[config.mk]
export PLATFORM = sky130hd
export DESIGN_NAME = router_fifo_array
export DESIGN_NICKNAME = d
export VERILOG_FILES = /design/src/rtl/router_pkg.sv /design/src/rtl/router_fifo.sv /design/src/rtl/router_fifo_array.sv
export SDC_FILE = /design/constraint.sdc
export NUM_CORES = 1
export LEC_CHECK = 0
export ABC_AREA = 1
export CORE_MARGIN = 2
export CORE_UTILIZATION = 35
export CTS_CLUSTER_SIZE = 10
export DETAILED_ROUTE_END_ITERATION = 10
export GPL_TIMING_DRIVEN = 0
export PLACE_DENSITY = 0.58
export RECOVER_POWER = 25
export SLEW_MARGIN = 40
export SYNTH_ARGS = -nofsm -noshare
export SYNTH_HDL_FRONTEND = slang
export SYNTH_SLANG_ARGS = --single-unit
export TNS_END_PERCENT = 1
[constraint.sdc]
create_clock -name clk -period 3.2 [get_ports clk]
set_input_delay 0.48 -clock clk [delete_from_list [all_inputs] [get_ports clk]]
set_output_delay 0.48 -clock clk [all_outputs]
set_load 0.05 [all_outputs]
[src/rtl/router_pkg.sv]
// rtl/router_pkg.sv - shared constants and helpers for the router FIFO array
package router_pkg;

    localparam int DEFAULT_DATA_WIDTH = 32;
    localparam int DEFAULT_NUM_PORTS  = 4;
    localparam int DEFAULT_FIFO_DEPTH = 4;
    localparam int DROP_CNT_WIDTH     = 16;

    // Depth is a power of two >= 2, so pointers wrap naturally at this width.
    function automatic int ptr_width(input int depth);
        return (depth <= 2) ? 1 : $clog2(depth);
    endfunction

endpackage

[src/rtl/router_fifo.sv]
// rtl/router_fifo.sv - single-clock synchronous FIFO with registered head, no fall-through
module router_fifo
    import router_pkg::*;
#(
    parameter int DATA_WIDTH = DEFAULT_DATA_WIDTH,
    parameter int FIFO_DEPTH = DEFAULT_FIFO_DEPTH
) (
    input  logic                  clk,
    input  logic                  rst_n,
    input  logic                  push,
    input  logic [DATA_WIDTH-1:0] push_data,
    input  logic                  pop,
    output logic                  full,
    output logic                  empty,
    output logic [DATA_WIDTH-1:0] head
);

    localparam int PTR_W = ptr_width(FIFO_DEPTH);
    localparam int CNT_W = PTR_W + 1;

    logic [DATA_WIDTH-1:0] mem [FIFO_DEPTH];
    logic [PTR_W-1:0]      wr_ptr;
    logic [PTR_W-1:0]      rd_ptr;
    logic [CNT_W-1:0]      count;
    logic                  do_push;
    logic                  do_pop;

    assign full    = (count == CNT_W'(FIFO_DEPTH));
    assign empty   = (count == '0);
    assign do_push = push && !full;
    assign do_pop  = pop && !empty;
    assign head    = mem[rd_ptr];

    always_ff @(posedge clk) begin
        if (!rst_n) begin
            wr_ptr <= '0;
            rd_ptr <= '0;
            count  <= '0;
        end else begin
            if (do_push) wr_ptr <= wr_ptr + 1'b1;
            if (do_pop)  rd_ptr <= rd_ptr + 1'b1;
            case ({do_push, do_pop})
                2'b10:   count <= count + 1'b1;
                2'b01:   count <= count - 1'b1;
                default: count <= count;
            endcase
        end
    end

    // Storage is deliberately left out of reset; count/pointers define validity.
    always_ff @(posedge clk) begin
        if (do_push) mem[wr_ptr] <= push_data;
    end

endmodule

[src/rtl/router_fifo_array.sv]
// rtl/router_fifo_array.sv - address-steered per-port FIFOs; ROUTER_DROP_CNT_EN enables the drop counter
module router_fifo_array
    import router_pkg::*;
#(
    parameter int DATA_WIDTH = DEFAULT_DATA_WIDTH,
    parameter int NUM_PORTS  = DEFAULT_NUM_PORTS,
    parameter int FIFO_DEPTH = DEFAULT_FIFO_DEPTH,
    parameter int ADDR_WIDTH = $clog2(NUM_PORTS)
) (
    input  logic                            clk,
    input  logic                            rst_n,
    input  logic [DATA_WIDTH-1:0]           din,
    input  logic                            din_en,
    input  logic [ADDR_WIDTH-1:0]           addr,
    output logic                            din_ready,
    output logic [NUM_PORTS*DATA_WIDTH-1:0] dout,
    output logic [NUM_PORTS-1:0]            dout_valid,
    input  logic [NUM_PORTS-1:0]            dout_ready,
    output logic [DROP_CNT_WIDTH-1:0]       drop_cnt
);

    localparam int ADDR_SPAN = 1 << ADDR_WIDTH;

    logic [NUM_PORTS-1:0]  full;
    logic [NUM_PORTS-1:0]  empty;
    logic [NUM_PORTS-1:0]  push;
    logic [NUM_PORTS-1:0]  pop;
    logic [ADDR_SPAN-1:0]  full_ext;
    logic [DATA_WIDTH-1:0] head [NUM_PORTS];
    logic                  accept;

    // Unused address codes read as never-full, so illegal beats are always taken.
    always_comb begin
        full_ext                  = '0;
        full_ext[NUM_PORTS-1:0]   = full;
    end

    assign din_ready = rst_n && !full_ext[addr];
    assign accept    = din_en && din_ready;
    assign pop       = dout_valid & dout_ready;

    for (genvar p = 0; p < NUM_PORTS; p++) begin : g_port
        assign push[p] = accept && (addr == ADDR_WIDTH'(p));

        router_fifo #(
            .DATA_WIDTH (DATA_WIDTH),
            .FIFO_DEPTH (FIFO_DEPTH)
        ) u_fifo (
            .clk       (clk),
            .rst_n     (rst_n),
            .push      (push[p]),
            .push_data (din),
            .pop       (pop[p]),
            .full      (full[p]),
            .empty     (empty[p]),
            .head      (head[p])
        );

        assign dout_valid[p]                        = !empty[p];
        assign dout[p*DATA_WIDTH +: DATA_WIDTH]     = empty[p] ? '0 : head[p];
    end

`ifdef ROUTER_DROP_CNT_EN
    logic illegal_addr;

    assign illegal_addr = ({1'b0, addr} >= (ADDR_WIDTH+1)'(NUM_PORTS));

    always_ff @(posedge clk) begin
        if (!rst_n) begin
            drop_cnt <= '0;
        end else if (accept && illegal_addr && (drop_cnt != '1)) begin
            drop_cnt <= drop_cnt + 1'b1;
        end
    end
`else
    assign drop_cnt = '0;
`endif

endmodule

==> summary.md <==
| Metric | Value |
|---|---|
| Utilization after layout | `43.67%` |
| CP Max Fanout | `10` |
| Die Wd | `253.5 um` |
| Largest net degree at the start of global routing | `20` |
| Initial antenna violation count | `1` |
| Clock transition at path regs | `0.06 ns` |
| Average size of a mapped cell | `12.14 um2` |
| # rows | `91` |
| CTS tree | `built` |
| RSZ-0062 raised after global routing | `yes` |
| Seq/Total Area, Yosys | `73.85%` |
| Clock Path Buffers | `3` |
| Core ar. | `61600 um2` |
| Post-route worst setup slack | `0.008363 ns` |
| Synth top area share | `70.54%` |
| Hold WS | `between 0.4 and 0.5 ns` |
| Setup TNS | `0 ns` |
| Area Growth Syn to Fin | `23.43%` |
| DRC | `0` |
| Yosys reg bits | `about 550` |
| Power per cell area | `roughly 770 nW/um2` |
| WP data arrival | `2.71 ns` |
| Adder-cell share of the synthesized area | `1.516%` |
| Clock Tree Root | `clkbuf_16` |
| Max Cap Viol | `0` |
| Outcome | `completed` |
| Peak Freq | `313.3 MHz` |
| # setup viols final | `0` |
| Vias in the first global route | `13976` |
| Main combinational cell family by area after synthesis | `simple AND/OR/NAND/NOR gates` |
| First-pass iteration count of the detailed router | `5` |
| Place WS | `-0.2593 ns` |
| Critical-path top delay cell | `clkdlybuf4s18_2` |
| Headroom to the max-slew limit | `19.67%` |
| Worst hold path class | `reg -> reg` |
| Synth top area cells | `edfxtp_1 71%, nor2_1 9.4%, o21ai_0 6.3%` |
| CP most frequent cell | `clkbuf_1` |
| Post-synth EDFFs | `512` |
| Cell with the most instances after synthesis | `nor2_1` |
| Synth Area in Simple Gates | `10.97%` |
| Final Skew | `between 0.02 and 0.03 ns` |
| Post-synthesis mux area share | `0%` |
| Number of antenna diodes | `0` |
| Period minus WS final | `3.192 ns` |
| Commonest cells post-synth | `547 x nor2_1, 512 x edfxtp_1, 275 x o21ai_0` |
| I/O pins | `190` |
| Critical-path cell list | `clkbuf_1, inv_1, clkbuf_1, nor2_1, o21ai_0, a21oi_2, clkdlybuf4s18_2` |
| NumNets Final | `2140` |
| Top_reg_cell synth | `edfxtp_1` |
| Die H | `253.5 um` |
| Post-route antenna net violation count | `0` |
| Asr flop ratio synth | `0%` |
| Hold buffer count at cts | `0` |
| Initial core utilization | `35.38%` |
| Compound-Gate Fraction of Synth Area | `9.943%` |
| Synth unique cells | `24` |
| Placer congestion estimate | `just under 0.8` |
| Vias per cell | `4.900` |
| CP endpoint kind | `output port` |
| First-pass GRT wire length | `about 90000 um` |
| GRT Total Usage | `18.85%` |
| Leakage | `9.366 nW` |
| CP required | `about 2.7 ns` |
| Dpl hpwl | `40930 um` |
| Total grt overflow | `0` |
| Yosys top cell by area | `edfxtp_1` |
| Share of cells above drive strength 1 | `13.87%` |
| Hold Fails Final Rpt | `0` |
| Synthesis warning total | `0` |
| CTS sink count | `548` |
| Die Area | `64280 um2` |
| Num CTS Buffers | `between 60 and 70` |
| Clock latency at the later pin of the worst-skew pair | `0.63 ns` |
| Routed via count | `14348` |
| Mapped Area | `21790 um2` |
| Post-Syn Instances | `1796` |
| I/O Buffers | `173` |
| Final period utilization | `99.74%` |
| Setup CP Type | `reg -> out` |
| Synth Area in XOR/XNOR | `0%` |
| Least-Margin Pin Slew | `1.205 ns` |
| Crit path launch type | `flop` |
| Iteration-0 DRC Markers | `1289` |
| Slowest cell delay on critical path | `0.42 ns` |
| Max VDD drop | `between 400 and 500 uV` |
| Max Slew Vio Count | `0` |
| Routed wire per std cell | `20.92 um` |
| WL final | `between 60000 and 70000 um` |
| H-tree levels | `2` |
==> worst paths after layout <==
check | from | endpoint | slack (ns) | depth (start not counted)
setup reg to reg | g_port[2].u_fifo.count[0] | g_port[2].u_fifo.mem[3][18] | 0.87 | 8
setup / recovery | flop | dout[53] | 0.008 | 7
hold reg to reg | g_port[2].u_fifo.rd_ptr[1] | flop | 0.46 | 2
hold / removal | g_port[2].u_fifo.rd_ptr[1] | flop | 0.46 | 2
==> kinds of logic after synthesis <==
group	count (synthesis)
DFF	548
AOI/OAI and AO/OA	433
and+or+nand+nor	597
other	1
buffers and inverters	193
adders and majority gates	24
==> placed cells by master (no fill, tap or decap), drive strengths merged <==
master	synthesis	final
clkinv	4	8
dlygate4sd3	0	16
clkdlybuf4s15	0	45
nand4	12	12
nor2	552	552
nand3	5	5
o21ai	279	279
conb	1	16
fa	4	4
nand2	24	24
clkbuf	59	168
buf	53	93
inv	77	78
a21oi	154	154
nor3	4	4
clkdlybuf4s18	0	8
dlygate4sd2	0	34
dfxtp	36	36
clkdlybuf4s50	0	22
edfxtp	512	512
ha	20	20
dlymetal6s2s	0	1
==> per-stage QoR <==
step / total power, mW / cell area (um2) / instances
2_1_floorplan: 12.42 / 21850 / 1811
3_3_place_gp: 15.04 / 24630 / 2821
3_5_place_dp: 15.14 / 25390 / 2852
4_1_cts: 20.88 / 27040 / 2928
5_1_grt: 21.47 / 26900 / 2928
6_report: 20.67 / 26900 / 2928
==> cell type report <==
class	instances	area, um2
fill	5647	34700
sequential	548	16100
multi-input combinational	1070	5141
timing repair buffer	204	2131
clock buffer	74	1575
tap	837	1047
buffer	109	523.0
inverter	81	304.0
clock inverter	5	81.33
==> layer usage <==
metal / track usage [%] / wire (um)
met2: 31.82 / 29740
met5: 0 / 0
met3: 3.421 / 4389
met1: 24.75 / 25330
met4: 5.697 / 1780
==> power by group <==
part           switching [mW]  internal, mW  leakage [nW]
combinational            5.09          1.46          3.66
sequential             0.0984          7.96          4.91
clock                    2.64          3.41         0.800
==> sequential cells by signal, indices dropped and copies added, names as in the netlist, named ones only <==
register / cells
g_port.u_fifo.wr_ptr: 8
g_port.u_fifo.mem: 512
g_port.u_fifo.rd_ptr: 8
g_port.u_fifo.count: 12
==> worst max-delay path: cells and delay by family, from the launching register on <==
| family | cells | cell delay [ns] |
|---|---|---|
| AO/OA/AOI/OAI | 2 | 0.38 |
| AND/OR/NAND/NOR | 1 | 0.17 |
| flip-flops | 1 | 0.30 |
| buffers and inverters | 4 | 1.23 |
==> what timing repair did <==
| item | 4_1_cts | 5_1_grt |
|---|---|---|
| hold endpoints to repair | 0 | 0 |
| pin swaps | 2 | 0 |
| setup endpoints to repair | 132 | 91 |
| resized for setup | 296 | 100 |
| buffers inserted | 0 | 0 |
No activity file was read; power rests on OpenSTA's default activity.
